File: config.mk
export PLATFORM = sky130hd
export DESIGN_NAME = im_loader
export DESIGN_NICKNAME = d
export VERILOG_FILES = /design/src/rtl/im_loader.sv
export SDC_FILE = /design/constraint.sdc
export NUM_CORES = 1
export LEC_CHECK = 0
export ABC_AREA = 0
export CORE_MARGIN = 2
export CORE_UTILIZATION = 35
export DETAILED_ROUTE_END_ITERATION = 8
export GPL_TIMING_DRIVEN = 0
export PLACE_DENSITY = 0.58
export SLEW_MARGIN = 25
export SYNTH_ARGS = -nofsm -noshare
export SYNTH_HDL_FRONTEND = slang
export SYNTH_SLANG_ARGS = --single-unit
export TNS_END_PERCENT = 100
File: constraint.sdc
create_clock -name clk -period 2.35 [get_ports clk]
set_clock_uncertainty 0.1 [all_clocks]
set_input_delay 0.235 -clock clk [delete_from_list [all_inputs] [get_ports clk]]
set_output_delay 0.235 -clock clk [all_outputs]
set_load 0.05 [all_outputs]
File: src/rtl/im_loader.sv
// Boot-time instruction memory loader: unpacks a framed byte stream into
// 34-bit words and writes them at consecutive IM node addresses.
// Optional trailing checksum byte when IM_LOADER_CKSUM_EN is defined.
// AW must lie in 9..16 (the address comes from two header bytes).
module im_loader #(
    parameter int         AW  = 14,
    parameter logic [7:0] HDR = 8'hA5
) (
    input  logic          clk,
    input  logic          rst,
    input  logic [7:0]    rx_data_i_iml,
    input  logic          rx_valid_i_iml,
    output logic          rx_ready_o_iml,
    output logic [AW-1:0] node_o_iml,
    output logic [31:0]   opr0_o_iml,
    output logic [1:0]    tf_uni_opr_o_iml,
    output logic [1:0]    mem_wen_o_iml,
    output logic          busy_o_iml,
    output logic          done_o_iml,
    output logic          err_o_iml
);

`ifdef IM_LOADER_CKSUM_EN
    typedef enum logic [3:0] {IDLE, A_H, A_L, C_H, C_L, DATA, WRITE, CKS, DONE} state_t;
    localparam state_t END_ST = CKS;
`else
    typedef enum logic [3:0] {IDLE, A_H, A_L, C_H, C_L, DATA, WRITE, DONE} state_t;
    localparam state_t END_ST = DONE;
`endif

    state_t        state_q, state_d;
    logic [AW-1:0] node_q, node_d;
    logic [31:0]   opr0_q, opr0_d;
    logic [1:0]    tf_q, tf_d;
    logic [1:0]    wen_q, wen_d;
    logic          busy_q, busy_d;
    logic          done_q, done_d;
    logic          err_q, err_d;
    logic [15:0]   cnt_q, cnt_d;
    logic [7:0]    cnt_h_q, cnt_h_d;
    logic [AW-9:0] addr_h_q, addr_h_d;
    logic [2:0]    idx_q, idx_d;
    logic [25:0]   asm_q, asm_d;
    logic          accept;
`ifdef IM_LOADER_CKSUM_EN
    logic [7:0]    sum_q, sum_d;
`endif

    assign rx_ready_o_iml = (state_q != WRITE) && (state_q != DONE);
    assign accept         = rx_valid_i_iml && rx_ready_o_iml;

    always_comb begin
        state_d  = state_q;
        node_d   = node_q;
        opr0_d   = opr0_q;
        tf_d     = tf_q;
        busy_d   = busy_q;
        err_d    = err_q;
        cnt_d    = cnt_q;
        cnt_h_d  = cnt_h_q;
        addr_h_d = addr_h_q;
        idx_d    = idx_q;
        asm_d    = asm_q;
        unique case (state_q)
            IDLE: begin
                if (accept) begin
                    if (rx_data_i_iml == HDR) begin
                        state_d = A_H;
                        err_d   = 1'b0;
                        busy_d  = 1'b1;
                    end else begin
                        err_d = 1'b1;
                    end
                end
            end
            A_H: begin
                if (accept) begin
                    addr_h_d = rx_data_i_iml[AW-9:0];
                    state_d  = A_L;
                end
            end
            A_L: begin
                if (accept) begin
                    node_d  = {addr_h_q, rx_data_i_iml};
                    state_d = C_H;
                end
            end
            C_H: begin
                if (accept) begin
                    cnt_h_d = rx_data_i_iml;
                    state_d = C_L;
                end
            end
            C_L: begin
                if (accept) begin
                    cnt_d   = {cnt_h_q, rx_data_i_iml};
                    idx_d   = 3'd0;
                    state_d = ({cnt_h_q, rx_data_i_iml} == 16'd0) ? END_ST : DATA;
                end
            end
            DATA: begin
                // Byte 0 carries only the tf/uni bits; bytes 1-4 are opr0 MSB first
                if (accept) begin
                    idx_d = idx_q + 3'd1;
                    case (idx_q)
                        3'd0: asm_d[25:24] = rx_data_i_iml[1:0];
                        3'd1: asm_d[23:16] = rx_data_i_iml;
                        3'd2: asm_d[15:8]  = rx_data_i_iml;
                        3'd3: asm_d[7:0]   = rx_data_i_iml;
                        default: begin
                            opr0_d  = {asm_q[23:0], rx_data_i_iml};
                            tf_d    = asm_q[25:24];
                            idx_d   = 3'd0;
                            state_d = WRITE;
                        end
                    endcase
                end
            end
            WRITE: begin
                node_d  = node_q + AW'(1);
                cnt_d   = cnt_q - 16'd1;
                state_d = (cnt_q == 16'd1) ? END_ST : DATA;
            end
`ifdef IM_LOADER_CKSUM_EN
            CKS: begin
                if (accept) begin
                    if (8'(sum_q + rx_data_i_iml) != 8'h00) err_d = 1'b1;
                    state_d = DONE;
                end
            end
`endif
            DONE: state_d = IDLE;
            default: state_d = IDLE;
        endcase
        // Write strobe and done pulse are registered copies of the state being entered
        wen_d  = (state_d == WRITE) ? 2'b11 : 2'b00;
        done_d = (state_d == DONE);
        if (state_d == DONE) busy_d = 1'b0;
    end

`ifdef IM_LOADER_CKSUM_EN
    always_comb begin
        sum_d = sum_q;
        if (accept) begin
            if (state_q == IDLE) sum_d = 8'h00;
            else if (state_q != CKS) sum_d = sum_q + rx_data_i_iml;
        end
    end

    always_ff @(posedge clk or negedge rst) begin
        if (!rst) sum_q <= 8'h00;
        else      sum_q <= sum_d;
    end
`endif

    always_ff @(posedge clk or negedge rst) begin
        if (!rst) begin
            state_q  <= IDLE;
            node_q   <= '0;
            opr0_q   <= '0;
            tf_q     <= '0;
            wen_q    <= 2'b00;
            busy_q   <= 1'b0;
            done_q   <= 1'b0;
            err_q    <= 1'b0;
            cnt_q    <= '0;
            cnt_h_q  <= '0;
            addr_h_q <= '0;
            idx_q    <= '0;
            asm_q    <= '0;
        end else begin
            state_q  <= state_d;
            node_q   <= node_d;
            opr0_q   <= opr0_d;
            tf_q     <= tf_d;
            wen_q    <= wen_d;
            busy_q   <= busy_d;
            done_q   <= done_d;
            err_q    <= err_d;
            cnt_q    <= cnt_d;
            cnt_h_q  <= cnt_h_d;
            addr_h_q <= addr_h_d;
            idx_q    <= idx_d;
            asm_q    <= asm_d;
        end
    end

    assign node_o_iml       = node_q;
    assign opr0_o_iml       = opr0_q;
    assign tf_uni_opr_o_iml = tf_q;
    assign mem_wen_o_iml    = wen_q;
    assign busy_o_iml       = busy_q;
    assign done_o_iml       = done_q;
    assign err_o_iml        = err_q;

endmodule

* After elaboration in Yosys (flattened, before gate mapping)
Cells that the tools add are included.
** Storage, ports and cells
- Flip-flop bits (word level) :: 116
- Logic and storage cells :: 87
** Cells by class
- $add $sub $neg :: 3
- Equality and inequality tests :: 18
- Mux-type cells :: 25
- Bitwise operators :: 1
- Reductions and logical operators :: 24
** Operator list (number)
- two-way mux 4 bit :: 8
- one-hot mux 16 bit (2 select lines) :: 1
- one-hot mux 14 bit (2 select lines) :: 1
- one-hot mux 4 bit (7 select lines) :: 1
- AND reduction 3 bit :: 7
- == test 4 x 3 -> 1 bit, second input constant :: 5
- == test 16 x 1 -> 1 bit, second input constant :: 1
- zero test 16 bit :: 1
- two-way mux 16 bit :: 1
- subtractor 16 x 1 -> 16 bit, second input constant :: 1
- adder 14 x 1 -> 14 bit, second input constant :: 1
- two-way mux 14 bit :: 1
- nonzero test 2 bit :: 6
- AND reduction 2 bit :: 5
- two-way mux 3 bit :: 3
- == test 4 x 2 -> 1 bit, second input constant :: 2
- == test 8 bit, second input constant :: 1
- inequality test 4 x 3 -> 1 bit, second input constant :: 2
- == test 3 x 2 -> 1 bit, second input constant :: 2
- two-way mux 2 bit :: 3
- inequality test 2 bit, second input constant :: 3
- one-hot mux 3 bit (2 select lines) :: 1
- two-way mux 1 bit :: 5
- == test 4 x 1 -> 1 bit, second input constant :: 1
- other kinds (7) :: 8

* Depth between registers and ports, before layout
- Word-level depth :: 8
- Gate-level depth with buffers :: 8

* Worst setup path after synthesis
No wires, ideal clock.
- Path kind :: reg2reg
- Start point :: register idx_q[0]
- End point :: register opr0_q[10], in the netlist opr0_o_iml[10]
- Setup time :: 0.125 ns
- Data arrival time :: 1.888 ns
- Required time :: 2.125 ns
- Setup slack :: 0.237 ns
- Cell stages (with the launch flop) :: 8
- Clock period less this slack :: 2.113 ns
- Cell sequence :: dfrtp_1 ha_1 ha_1 o21bai_1 or3_1 buf_6 buf_6 mux2_4
** On the way
- Word-level cells in the longest chain between the ends :: 4
** Ends and longest elaborated chain
- from (decl) :: RTL line 42 : logic [2:0] idx_q, idx_d;
- from (signal assigned) :: RTL line 183 : idx_q <= idx_d;
- == test 3 x 2 -> 1 bit, or another cell as far along :: RTL line 105 : case (idx_q)
- OR reduction 4 bit (no line) *
- NOT 1 bit (no line) *
- AND reduction 3 bit (no line) *
- to (signal assigned) :: RTL line 174 : opr0_q <= opr0_d;
- to (decl) :: RTL line 33 : logic [31:0] opr0_q, opr0_d;
Mark *: on every way between the ends. The rest lies on a longest branch, timed or not.
A chain may end at the register's enable or synchronous reset.

* Worst setup path after layout
- Start point :: register idx_q[0]
- End point :: register opr0_q[5], in the netlist opr0_o_iml[5]
The elaborated chain is that of the path after synthesis.

==> metrics.yaml <==
power_and_ir_drop:
  peakVddDrop_uv: 508
  finalPower_uw: 6040
  powerDensity_nw_per_um2: 881
  power_leakage_uw: 0.00311
finish:
  fin_nets: 541
  fillers: 1347
  area_delta_synth_final_pct: 28.5
  regArea_um2: 2880
  layout-drive-gt1-share_pct: 24.3
  layout_commonest_cell: "dfrtp_1"
  stdcell_area_um2: 6860
  final_cell_mix: "dfrtp_1, clkdlybuf4s50_1, mux2_2"
  diodes: 0
  multi_input_area_um2: 2300
  final_util_pct: 45.6
clock_network:
  cts_max_path_buffers: 2
  cts_sinks: 115
  cts_buffers: 17
  clk_pin_slew_worst_paths_ns: 0.05
  htree_levels: 4
  cts_tree: "done"
  clk_latency_ns: 0.42
  cts_root_buf: "clkbuf_16"
die:
  core_area_um2: 15000
  rows: 45
  io_pins: 65
  die_w_um: 127
  dieArea_um2: 16200
  start_util_pct: 35.5
  fp.dieH_um: 127
timing:
  whs_ns: 0.195
  finalCritPeriodShare_pct: 96.0
  rsz0062_at_grt: "no"
  slew_headroom_pct: 46.2
  hold_viol_final: 0
  tightest_slew_ns: 0.800
  post-route-min-period_ns: 2.26
  fmax_mhz: 443
  finalSetupViolCount: 0
  fin_ws_ns: 0.0941
  maxSlewViolCount: 0
synth:
  syn_nets: 461
  synth.top_cell.area_share_pct: 53.9
  ys.flop_type: "dfrtp_1"
  yosysUniqueCellTypes: 59
  synth.ff_latch_count: 115
  yosysSeqAreaShare_pct: 53.9
  synth_edf_count: 0
  async_reset_ff_share_pct: 100
  synth_area_leaders: "dfrtp_1, mux2_2, mux2_4"
  netlist_area_um2: 5340
  yosysWarningCount: 0
  yosysTopAreaCell: "dfrtp_1"
  synthCells: 442
  syn_avg_cell_area_um2: 12.1
route:
  drt_iter0_markers: 327
  wl_met2_um: 5910
  routed_via_density: 5.29
  dr.pass1.iters: 5
  ant_nets: 0
  wire_per_inst_um: 17.7
  dr.max_layer_used: "met4"
  wl_met3_um: 678
  routed_wirelength_um: 12700
  vias: 3818
  wl_met1_um: 6030
  drc: 0
place:
  post-place-ws_ns: -0.191
  gp_congestion: 0.807
  hpwl_um: 8500
  port_buffers: 58
  placed_area_um2: 6180
run:
  cap_violations: 0
worst_setup_path:
  crit_arrival_ns: 2.45
  r2r_end: "opr0_o_iml[5]"
  r2r_setup_slack_ns: 0.09
  critPathRequiredTime_ns: 2.55
  end_kind: "flip-flop"
  reg2regPathDepth: 7
  critPathKind: "reg2reg"
  reg2reg_from: "idx_q[0]"
  start_kind: "flip-flop"
  critPathMaxFanout: 10
global_routing:
  grt_pass1_vias: 3796
  grt_max_degree: 78
  gr-total-overflow: 0
  grt_pass1_wl_um: 20900
  grt_usage_pct: 16.9
  antenna_found_initial: 0
hold_path:
  hold_path.class: "in2async"
run_status:
  status: "finished clean"
## where the power goes
group / internal (uW) / leakage (uW) / total, uW / switching [uW]
clock: 1840 / 0.000305 / 2720 / 878
sequential: 2170 / 0.00150 / 2370 / 200
combinational: 337 / 0.00131 / 954 / 617
## worst max-delay path: stages (launching register included)
cell and delay [ns]:
dfrtp_1 0.40, ha_1 0.22, ha_1 0.20, o21bai_2 0.23, or3_4 0.38, buf_6 0.15, buf_6 0.16, mux2_4 0.30
## area by class of cell
class                      instances  share of cell area (%)
multi-input combinational        287                    33.5
inverter                          12                   0.657
clock inverter                    10                    2.26
tap                              188                    3.43
timing repair buffer              61                    9.12
buffer                            28                    2.19
sequential                       115                    42.0
clock buffer                      21                    6.86
## cells in the mapped netlist, types with 4 or more instances
library cell / number
a21oi_1: 13
mux2_2: 45
and4_1: 4
dfrtp_1: 115
o22ai_1: 4
clkbuf_1: 18
a311oi_1: 5
o21ai_0: 11
nand2_1: 36
inv_1: 12
buf_6: 5
o211ai_1: 6
nor4_1: 7
nand3_1: 16
a211oi_1: 6
nand4_1: 11
mux2_4: 29
ha_1: 8
nor3_1: 9
nor2_1: 23
## metrics by stage
step,std cells,TNS [ns]
floorplan,442,0
global placement,688,-409.56
detailed placement,689,-8.99
CTS,721,0
global route,722,0
finish,722,0
## state kept, by name, indices dropped and copies added, names as in the netlist
| name | count |
|---|---|
| mem_wen_o_iml | 1 |
| tf_uni_opr_o_iml | 2 |
| busy_o_iml | 1 |
| cnt_h_q | 8 |
| done_o_iml | 1 |
| idx_q | 3 |
| cnt_q | 16 |
| opr0_o_iml | 32 |
| state_q | 4 |
| err_o_iml | 1 |
| addr_h_q | 6 |
| asm_q | 26 |
| node_o_iml | 14 |
## routing by layer
metal / track usage [%] / vias up
met5: 0 / -
met4: 6.46 / 0
met3: 5.28 / 15
met2: 25.3 / 116
met1: 23.0 / 1903
li1: - / 1784
## cell families after synthesis
logic type	after synthesis	share of synthesized area, %
simple gates	128	12.6
other cells	1	0.0703
flops	115	53.9
mux	77	18.2
buf+inv	40	3.66
fa+ha+maj	8	1.88
compound gates	73	9.61
## worst max path at each step
stage / start / to / slack (ns) / cells after the start
5_1_grt: state_q[3] / cnt_h_q[5] / 0.006 / 4
6_report: idx_q[0] / opr0_o_iml[5] / 0.09 / 7
3_3_place_gp: rst / node_o_iml[6] / -3.50 / 1
3_5_place_dp: rx_valid_i_iml / asm_q[11] / -0.19 / 6
4_1_cts: idx_q[0] / opr0_o_iml[5] / 0.06 / 8
2_1_floorplan: idx_q[0] / opr0_o_iml[10] / 0.24 / 7
## repair_timing
item / in CTS / in global routing
resized for setup: 2 / 6
pin swaps: 0 / 0
hold buffers: 1 / 0
hold endpoints to repair: 38 / 0
buffers inserted: 0 / 1
setup endpoints to repair: 11 / 40
(Power assumes the default switching activity.)
